**config.mk**
```make
export PLATFORM = sky130hd
export DESIGN_NAME = cnt_if
export DESIGN_NICKNAME = d
export VERILOG_FILES = /design/src/rtl/cnt_if.sv
export SDC_FILE = /design/constraint.sdc
export NUM_CORES = 1
export LEC_CHECK = 0
export BUFFER_PORTS_ARGS = -buffer_cell sky130_fd_sc_hd__buf_2
export CAP_MARGIN = 0
export CORE_AREA = 3 3 40 42
export CTS_CLUSTER_SIZE = 14
export DETAILED_ROUTE_END_ITERATION = 7
export DIE_AREA = 0 0 43 45
export GPL_ROUTABILITY_DRIVEN = 0
export PLACE_DENSITY = 0.45
export REMOVE_ABC_BUFFERS = 1
export SETUP_SLACK_MARGIN = 0.4
export SLEW_MARGIN = 5
export SYNTH_ARGS = -nofsm -noshare
export SYNTH_HDL_FRONTEND = slang
export SYNTH_SLANG_ARGS = --single-unit
```
**constraint.sdc**
```tcl
create_clock -name clk -period 2 [get_ports clk]
set_input_delay 0.4 -clock clk [delete_from_list [all_inputs] [get_ports clk]]
set_output_delay 0.4 -clock clk [all_outputs]
set_load 0.01 [all_outputs]
```
**src/rtl/cnt_if.sv**
```systemverilog
// Loadable up/down binary counter with an all-ones (rollover) status flag.
// Define CNT_IF_SATURATE_EN to clamp at 0 / all-ones instead of wrapping.
module cnt_if #(
  parameter int unsigned WIDTH = 4
) (
  input  logic             clk,
  input  logic             rstn,
  input  logic [WIDTH-1:0] load,
  input  logic             load_en,
  input  logic             down,
  output logic             rollover,
  output logic [WIDTH-1:0] count
);

  logic [WIDTH-1:0] r_count;
  logic [WIDTH-1:0] w_count_nxt;

  // Next-count selection: load beats direction; load is ignored entirely otherwise.
  always_comb begin
    w_count_nxt = r_count;
    if (load_en) begin
      w_count_nxt = load;
    end else if (down) begin
`ifdef CNT_IF_SATURATE_EN
      if (r_count != '0) w_count_nxt = r_count - WIDTH'(1);
`else
      w_count_nxt = r_count - WIDTH'(1);
`endif
    end else begin
`ifdef CNT_IF_SATURATE_EN
      if (r_count != '1) w_count_nxt = r_count + WIDTH'(1);
`else
      w_count_nxt = r_count + WIDTH'(1);
`endif
    end
  end

  always_ff @(posedge clk or negedge rstn) begin
    if (!rstn) r_count <= '0;
    else       r_count <= w_count_nxt;
  end

  assign count    = r_count;
  assign rollover = &r_count;

endmodule

```
After elaboration in Yosys (flattened, before gate mapping) --
Index checks and enable logic that the tools add are counted. Widths: inputs -> output; s select.
Word-level totals: flip-flop bits (word level) 4, output and inout bits 5, input bits 8
Operators by class: reductions and logical operators 1, multiplexer cells 2, add/subtract/negate cells 2
Operators by type and width (number):
- $mux 4 | 2
- $add 4x1->4 const B | 1
- $reduce_and 4->1 | 1
- $sub 4x1->4 const B | 1

Longest topological paths before layout --
depth in word-level cells 3, mapped depth 4, gate-level depth less buffers 4

Worst setup path after synthesis --
No wires, ideal clock.
kind register to register, start point register r_count[2] (netlist: count[2]), end point register r_count[3] (netlist: count[3]), arrival 1.169 ns, buffers on the path 0, stages on the path, launching flop included 5, path slack 0.765 ns, clock period less this slack 1.235 ns, cells stage by stage dfrtp_1 ha_1 a21oi_1 a211o_1 nand3_2
On the way: cells in the longest elaborated chain, start to end 3, elaborated cells between the ends (all ways) 4, classes of those cells 2 x add/sub; 2 x mux
RTL lines:
- from (decl) | line 15 | logic [WIDTH-1:0] r_count;
- from (signal assigned) | line 40 | else r_count <= w_count_nxt;
- $add 4x1->4 or $sub 4x1->4 (tied branches) | line 33, 27
- $mux 4 * | line 23 | end else if (down) begin
- $mux 4 * | line 21 | if (load_en) begin
- net w_count_nxt[3] | line 16 | logic [WIDTH-1:0] w_count_nxt;
The timed path passes the listed nets; every way through them passes the cells marked *.

Worst setup path after layout --
start point register r_count[0] (netlist: count[0]), end point output rollover
On the way: cells in the longest elaborated chain, start to end 1
RTL lines:
- $reduce_and 4->1 | line 44 | assign rollover = &r_count;
- to (decl) | line 11 | output logic rollover,
Every way passes these cells.

==> reports/metrics.csv <==
metric,value,unit
status,completed,
core area,0.00128,mm²
Pre-antenna DRT Iters,2,
DR vias,239,
crit path time final,1.38,ns
worst skew pair latency,0.23,ns
Post-CTS Resized,0,
Cell variety after synth,14,
Ys Warns,0,
CP max-delay cell,dfrtp_1,
pin count of the biggest net entering global routing,9,
Fin. Hold Viols,0,
Largest register FFs,4,
Clk pwr share,0.323,
crit start category,flop,
Int Pwr,211,µW
Starting Density,0.197,
post-route cell area,364,µm²
die height,45,µm
Peak Freq,724,MHz
post-route clock skew,0.00146,ns
DP HPWL,457,µm
Slew Limit Fails,0,
number of global-route vias before repair,228,
min-delay worst type,input pin to flop,
Max-Cap Viols,0,
count of boundary I/O pins,13,
Residual DRC,0,
synthesized area per cell,10.1,µm²
Post-CTS Setup Repair Bufs,0,
PwrDens,856,mW/mm²
top cell type's share of synthesized area,0.396,
H-tree level count,1,
worst vdd ir,0.389,mV
die width,43,µm
Synth area leaders,"dfrtp_1 (40%), ha_1 (9.9%), fa_1 (7.9%)",
Post-Syn Area,253,µm²
Critical Path RT,1.60,ns
clock slew at reported path FFs,0.04,ns
WP data arrival,0.98,ns
total wire length,530,µm
Slew headroom,0.876,
DR WL/cell,9.46,µm
row count,13,
DRT antenna net count,0,
RSZ-0062 raised after global routing,false,
Sw Pwr,101,µW
GRT overflow,0,
CP cell instances,"inv_1, nor3_1, buf_2",
endpoints failing setup,0,
Crit. End Element,output pin,
aggregate global-route resource usage,0.0687,
sw frac,0.323,
total power,312,µW
#FFs+latches synth,4,
die area,0.00194,mm²
PortBufs,12,
initial antenna violation count,0,
largest area contributor in the netlist,dfrtp_1,
first-pass GRT wire length,931,µm
sequential power share,0.349,
logic gate share of total power,0.328,
maximum fanout along the worst path,3,
WS Path Type,flop to output pin,
fin crit share,0.690,
final core occ,0.283,
Worst path max stage delay,0.35,ns
Pleak,0.192,nW
sequential share of the synthesized area,0.396,
# diodes,0,
setup TNS,0,ns
Slew @ Worst Pin,0.185,ns
placed cell areas,332,µm²
drt initial violations,2,
Vias/cell,4.27,
CTS max path bufs,2,
nets@finish,54,
CTS tree,yes,
layout cells sized above 1,0.390,
Clock Tree Root,clkbuf_4,
number of buffers created by CTS,3,
area grow syn2layout,44.1,%
Post-Syn Instances,25,
# clock sinks,4,
through the flow:
step / hold WS, ns / worst slack, ns / instances
global placement: 0.219 / 0.615 / 52
CTS: 0.371 / 0.609 / 56
finish: 0.374 / 0.619 / 56
floorplan: 0.104 / 0.765 / 25
detailed placement: 0.216 / 0.591 / 52
global route: 0.383 / 0.519 / 56
worst max-delay path: cells and delay by family, from the launching register on:
| family | cells | cell delay (ns) |
|---|---|---|
| flops | 1 | 0.35 |
| buf+inv | 2 | 0.24 |
| simple gates | 1 | 0.16 |
worst paths after layout:
| kind | from | endpoint | slack, ns | cells past startpoint |
|---|---|---|---|---|
| max | count[0]$_DFF_PN0_ | rollover | 0.62 | 3 |
| max reg2reg | count[2]$_DFF_PN0_ | count[3]$_DFF_PN0_ | 0.75 | 4 |
| min | load[2] | count[2]$_DFF_PN0_ | 0.37 | 3 |
| max in group asynchronous | rstn | count[2]$_DFF_PN0_ | 1.38 | 2 |
| min in group asynchronous | rstn | count[1]$_DFF_PN0_ | 0.49 | 2 |
| min reg2reg | count[0]$_DFF_PN0_ | count[3]$_DFF_PN0_ | 0.66 | 3 |
per-layer routing:
layer  global-route usage  share of wire  vias up
met5                    0              0        -
met4               0.0361              0        0
met3               0.0558           0.16        0
met2               0.0749           0.34       15
met1               0.0909           0.50      106
li1                     -              -      118
logic make-up after synthesis:
| group | synth area share |
|---|---|
| AOI/OAI and AO/OA | 0.0940 |
| muxes | 0.0446 |
| xor gates and xnor gates | 0.0693 |
| DFF | 0.396 |
| buffers and inverters | 0.0446 |
| and+or+nand+nor | 0.173 |
| adders and majority gates | 0.178 |
cell type report:
cell class / count / area [µm²]
sequential: 4 / 100
fill: 140 / 921
timing repair buffer: 13 / 70.1
inverter: 3 / 11.3
multi-input combinational: 18 / 141
tap: 15 / 18.8
clock buffer: 3 / 22.5
power by group through the flow:
| stage | combinational [mW] | clock (mW) | sequential (mW) |
|---|---|---|---|
| 2_1_floorplan | 0.0553 | 0 | 0.116 |
| 3_3_place_gp | 0.103 | 0 | 0.110 |
| 3_5_place_dp | 0.101 | 0 | 0.110 |
| 4_1_cts | 0.104 | 0.106 | 0.109 |
| 5_1_grt | 0.116 | 0.113 | 0.111 |
| 6_report | 0.102 | 0.101 | 0.109 |
cell usage after synthesis:
library cell / n
nand3_1: 1
dfrtp_1: 4
fa_1: 1
a211o_1: 1
ha_1: 2
nand4b_1: 1
o21ai_1: 2
mux2_1: 1
xor2_1: 2
a21oi_1: 1
nor3_1: 1
nand2_1: 4
inv_1: 3
nand3_2: 1
cell usage in the layout, fill, tap and decap left out:
cell type and count:
fa_1 1, nand4b_1 1, xor2_1 2, nand2_1 4
dfrtp_1 4, o21ai_1 2, a211o_1 1, nor3_1 1
mux2_1 1, buf_2 12, dlygate4sd3_1 1, nand3_2 1
nand3_1 1, clkbuf_4 3, ha_1 2, a21oi_1 1
inv_1 3
timing repair:
| action | 4_1_cts | 5_1_grt |
|---|---|---|
| hold endpoints to repair | 4 | 0 |
| setup endpoints to repair | 0 | 0 |
| hold buffers | 1 | 0 |
(Power assumes the default switching activity.)
